## src/rtl/sdram_arbiter.sv

```systemverilog
// sdram_arbiter: refresh-first, round-robin write/read scheduler for a single SDRAM command executor
//   clk, rst_n                  clock; asynchronous active-low reset
//   init_done                   executor power-up init complete (level)
//   wr_req, wr_addr, wr_ack     write port: held request, burst address, one-cycle grant
//   rd_req, rd_addr, rd_ack     read port: held request, burst address, one-cycle grant
//   cmd_valid, cmd_op, cmd_addr one-cycle start pulse to executor (op 01 ref, 10 write, 11 read)
//   exec_done                   executor finished the current operation
//   busy                        an operation is in flight
//   ref_overrun                 sticky: a refresh period expired with the previous refresh still pending
module sdram_arbiter #(
  parameter int ADDR_W     = 22,
  parameter int REF_PERIOD = 1562
) (
  input  logic              clk,
  input  logic              rst_n,
  input  logic              init_done,
  input  logic              wr_req,
  input  logic [ADDR_W-1:0] wr_addr,
  output logic              wr_ack,
  input  logic              rd_req,
  input  logic [ADDR_W-1:0] rd_addr,
  output logic              rd_ack,
  output logic              cmd_valid,
  output logic [1:0]        cmd_op,
  output logic [ADDR_W-1:0] cmd_addr,
  input  logic              exec_done,
  output logic              busy,
  output logic              ref_overrun
);
  typedef enum logic [2:0] {S_WAIT_INIT, S_IDLE, S_REF, S_WR, S_RD} state_t;
  localparam logic [10:0] RELOAD = 11'(REF_PERIOD - 1);
  state_t state, state_nxt;
  logic [10:0] cnt;
  logic ref_pending, last_rd, run, expire, idle_free, issue_ref, gnt_wr, gnt_rd;
  // The timer only runs once the executor is initialised; the WAIT_INIT cycle that
  // sees init_done rise still holds it, so the first expiry lands REF_PERIOD edges later.
  always_comb begin
    run       = init_done && state != S_WAIT_INIT;
    expire    = run && cnt == '0;
    issue_ref = run && state == S_IDLE && ref_pending;
    idle_free = run && state == S_IDLE && !ref_pending;
    gnt_wr    = idle_free && wr_req && (!rd_req || last_rd);
    gnt_rd    = idle_free && rd_req && !gnt_wr;
    state_nxt = !init_done ? S_WAIT_INIT :
                state == S_WAIT_INIT ? S_IDLE :
                state == S_IDLE ? (issue_ref ? S_REF : gnt_wr ? S_WR : gnt_rd ? S_RD : S_IDLE) :
                exec_done ? S_IDLE : state;
  end
  always_ff @(posedge clk or negedge rst_n)
    if (!rst_n) state <= S_WAIT_INIT;
    else state <= state_nxt;
  // An expiry coinciding with a refresh issue re-arms ref_pending instead of
  // counting as an overrun: the refresh just issued covers the old period.
  always_ff @(posedge clk or negedge rst_n)
    if (!rst_n) begin
      cnt         <= RELOAD;
      ref_pending <= 1'b0;
      ref_overrun <= 1'b0;
      last_rd     <= 1'b1;
      wr_ack      <= 1'b0;
      rd_ack      <= 1'b0;
      cmd_valid   <= 1'b0;
      cmd_op      <= 2'b00;
      cmd_addr    <= '0;
      busy        <= 1'b0;
    end else begin
      cnt         <= (!run || expire) ? RELOAD : cnt - 11'd1;
      ref_pending <= run && (expire || (ref_pending && !issue_ref));
      ref_overrun <= ref_overrun || (expire && ref_pending && !issue_ref);
      last_rd     <= gnt_rd || (last_rd && !gnt_wr);
      wr_ack      <= gnt_wr;
      rd_ack      <= gnt_rd;
      cmd_valid   <= issue_ref || gnt_wr || gnt_rd;
      cmd_op      <= issue_ref ? 2'b01 : gnt_wr ? 2'b10 : gnt_rd ? 2'b11 : 2'b00;
      cmd_addr    <= gnt_wr ? wr_addr : gnt_rd ? rd_addr : '0;
      busy        <= state_nxt inside {S_REF, S_WR, S_RD};
    end
endmodule

```

## config.mk

```make
export PLATFORM = sky130hd
export DESIGN_NAME = sdram_arbiter
export DESIGN_NICKNAME = d
export VERILOG_FILES = /design/src/rtl/sdram_arbiter.sv
export SDC_FILE = /design/constraint.sdc
export NUM_CORES = 1
export LEC_CHECK = 0
export CORE_MARGIN = 2
export CORE_UTILIZATION = 37
export DETAILED_ROUTE_END_ITERATION = 7
export PLACE_DENSITY = 0.73
export SYNTH_ARGS = -nofsm -noshare
export SYNTH_HDL_FRONTEND = slang
export SYNTH_SLANG_ARGS = --single-unit
```

## constraint.sdc

```tcl
create_clock -name clk -period 1.8 [get_ports clk]
set_input_delay 0.18 -clock clk [delete_from_list [all_inputs] [get_ports clk]]
set_output_delay 0.18 -clock clk [all_outputs]
set_load 0.01 [all_outputs]
```

==> key figures <==
Logic synthesis
  • EDFF count, synth: 0
  • Synthesized area per cell: 12.5 sq um
  • Post-Syn Area: 1810 sq um
  • YS warnings: 0
  • Synth top cells by count: 39 x dfrtp_1, 22 x a22o_1, 15 x nor2_1, 10 x inv_1, 7 x nand2_1
  • Synth Register Bits: 45
  • Count leader, synth: dfrtp_1
  • Ys async rst share: 100%
  • Post-synth cell types: 35
  • Mapped Cells: 145
  • Main area contributors after synthesis: dfrtp_1 54%, a22o_1 11%, dfstp_2 8.7%
  • Synth area leader: dfrtp_1
  • Sequential-to-total area share from yosys stat: 62.7%
  • Dominant synthesized flop cell: dfrtp_1
  • Syn Nets: 196
  • Top-area cell type share of the netlist area: 54.0%

Route
  • Vias: 1454
  • First DRT Iteration DRCs: 71
  • Routed WL: 4180 um
  • Drt drc: 0
  • Met1 WL: 1780 um
  • Routed wire per std cell: 13.7 um
  • WL met3: 217 um
  • Via-per-instance ratio: 4.77
  • Drt first pass iters: 4
  • Post-route ant nets: 0
  • Max layer used: met4
  • Met2 routed WL: 2080 um

Power
  • VDD IR max: 558 uV
  • P_leak: 1.28 nW
  • Cell Pwr Density: 867 nW/um^2

Layout
  • Layout net count: 288
  • Final Cell Area: 2900 sq um
  • Share of post-route cells with drive strength above 1: 16.4%
  • # fillers: 364
  • Syn-to-layout area delta: 60.6%
  • # diodes: 0
  • Final core occ: 61.5%

Placed design
  • Post-DP Area: 2720 sq um
  • Pre-CTS setup slack: 5.65 ps
  • IO Port Bufs: 78
  • GPL Wtd Cong: 0.795
  • Hpwl dp: 3150 um

Hold path
  • Min-Delay Path Class: primary input to async pin

Critical path
  • R2r setup slk: 70 ps
  • Max FO, Critical Path: 6
  • Worst Setup Start Kind: flip-flop
  • Crit end category: flip-flop
  • Critical path class: flip-flop to flip-flop
  • CP required: 1980 ps
  • CP Data Arrival Time: 1910 ps

Clock network
  • Clock transition at path regs: 80 ps
  • Max Buffers Root-to-Sink: 2
  • Clk_lat worst skew: 290 ps
  • Clk sinks: 45
  • CTS Buf Count: 5
  • CTS tree: yes
  • Root Driver: clkbuf_8
  • H-tree Lvls: 2

Die
  • Chip Width: 73.9 um
  • Core ar.: 4720 sq um
  • Die H: 73.9 um
  • Initial Utilization: 38.3%
  • Die area: 5460 sq um
  • IO Count: 79
  • Site row count: 25

STA
  • Worst hold margin: 320 ps
  • RSZ-0062 raised after global routing: true
  • Fmax: 579 MHz
  • Final Critical Period: 1730 ps
  • Clk_skew: 7.26 ps
  • Slew Viols, Final: 0
  • Worst Tran Pin Value: 407 ps
  • Final setup fails: 0
  • Setup slack after layout: 72.5 ps
  • Hold violation total from the final report: 0
  • Relative slew margins: 72.6%
  • Final worst path period share: 96.0%

Global route
  • Grt ovf: 0
  • Vias in the first global route: 1407
  • Initial antenna violation count: 0
  • First-pass GRT wire length: 6830 um
  • Pin count of the biggest net entering global routing: 25
  • Gr usage total: 16.4%

Run
  • Max Cap Viol: 0

Run status
  • Status: completed
-- sequential cells by signal, indices dropped and copies added (netlist names) --
register / count
cmd_op: 2
cmd_addr: 22
cnt: 11
ref_pending: 1
last_rd: 1
rd_ack: 1
wr_ack: 1
cmd_valid: 1
ref_overrun: 1
state: 3
busy: 1
-- kinds of logic after synthesis --
| logic type | after synthesis | share of synthesized area, % |
|---|---|---|
| simple gates | 40 | 13.3 |
| buf+inv | 15 | 3.39 |
| xor+xnor | 6 | 2.91 |
| flops | 45 | 62.7 |
| fa+ha+maj | 1 | 0.692 |
| compound gates | 38 | 17.0 |
-- power breakdown --
group          internal [mW]  total, mW  switching (mW)
Combinational          0.344      0.579           0.235
Sequential              1.12       1.17          0.0468
Clock                  0.453      0.774           0.322
-- cell type report --
type	instances	area, sq um	area share, %
tap	67	83.8	2.89
clock inverter	1	30.0	1.03
sequential	45	1130	39.1
clock buffer	7	86.3	2.97
multi-input combinational	85	634	21.9
inverter	10	37.5	1.29
timing repair buffer	90	897	30.9
-- routing by layer --
metal  global-route usage, %  up-vias
met2                    26.4       59
li1                        -      701
met4                    7.07        0
met1                    21.5      683
met3                    3.43       11
met5                       0        -
-- worst paths after layout --
| kind | from | end | cells past startpoint |
|---|---|---|---|
| worst max-delay path | cnt[1] | cnt[5] | 6 |
| worst min-delay path | rst_n | wr_ack | 2 |
| worst max register to register | cnt[1] | cnt[5] | 6 |
| worst min register to register | cnt[0] | cnt[0] | 1 |
| max in group asynchronous | rst_n | last_rd | 3 |
| min in group clk | cnt[0] | cnt[0] | 1 |
-- worst max-delay path, stage by stage (launching register included) --
cell     delay, ps
dfrtp_1        380
inv_1           70
ha_2           160
or4b_4         500
nor4_4         220
or2b_4         220
nor2_1          60
-- repair_timing --
action,4_1_cts,5_1_grt
hold endpoints to repair,8,0
gates resized for setup,2,5
setup endpoints to repair,2,12
buffers inserted,4,0
pin swaps,2,4
hold buffers,1,0
-- through the flow --
step,power (mW),setup TNS [ps],cells
2_1_floorplan,1.41,0,145
3_3_place_gp,1.74,0,292
3_5_place_dp,1.75,0,292
4_1_cts,2.54,0,305
5_1_grt,2.65,-61.2,305
6_report,2.52,0,305
-- layout by cell type (no fill, tap or decap), drive strengths merged, types with 2 or more instances in the layout --
cell type and n:
or4 2, dfstp 6, clkbuf 7, nor4 3, a22o 22, o22ai 2
inv 10, nand2 7, buf 12, a21boi 2, clkdlybuf4s50 77, dfrtp 39
o21ai 2, o31ai 3, xnor2 6, nor2 15, o21a 2, nand3 3
(Power assumes the default switching activity.)
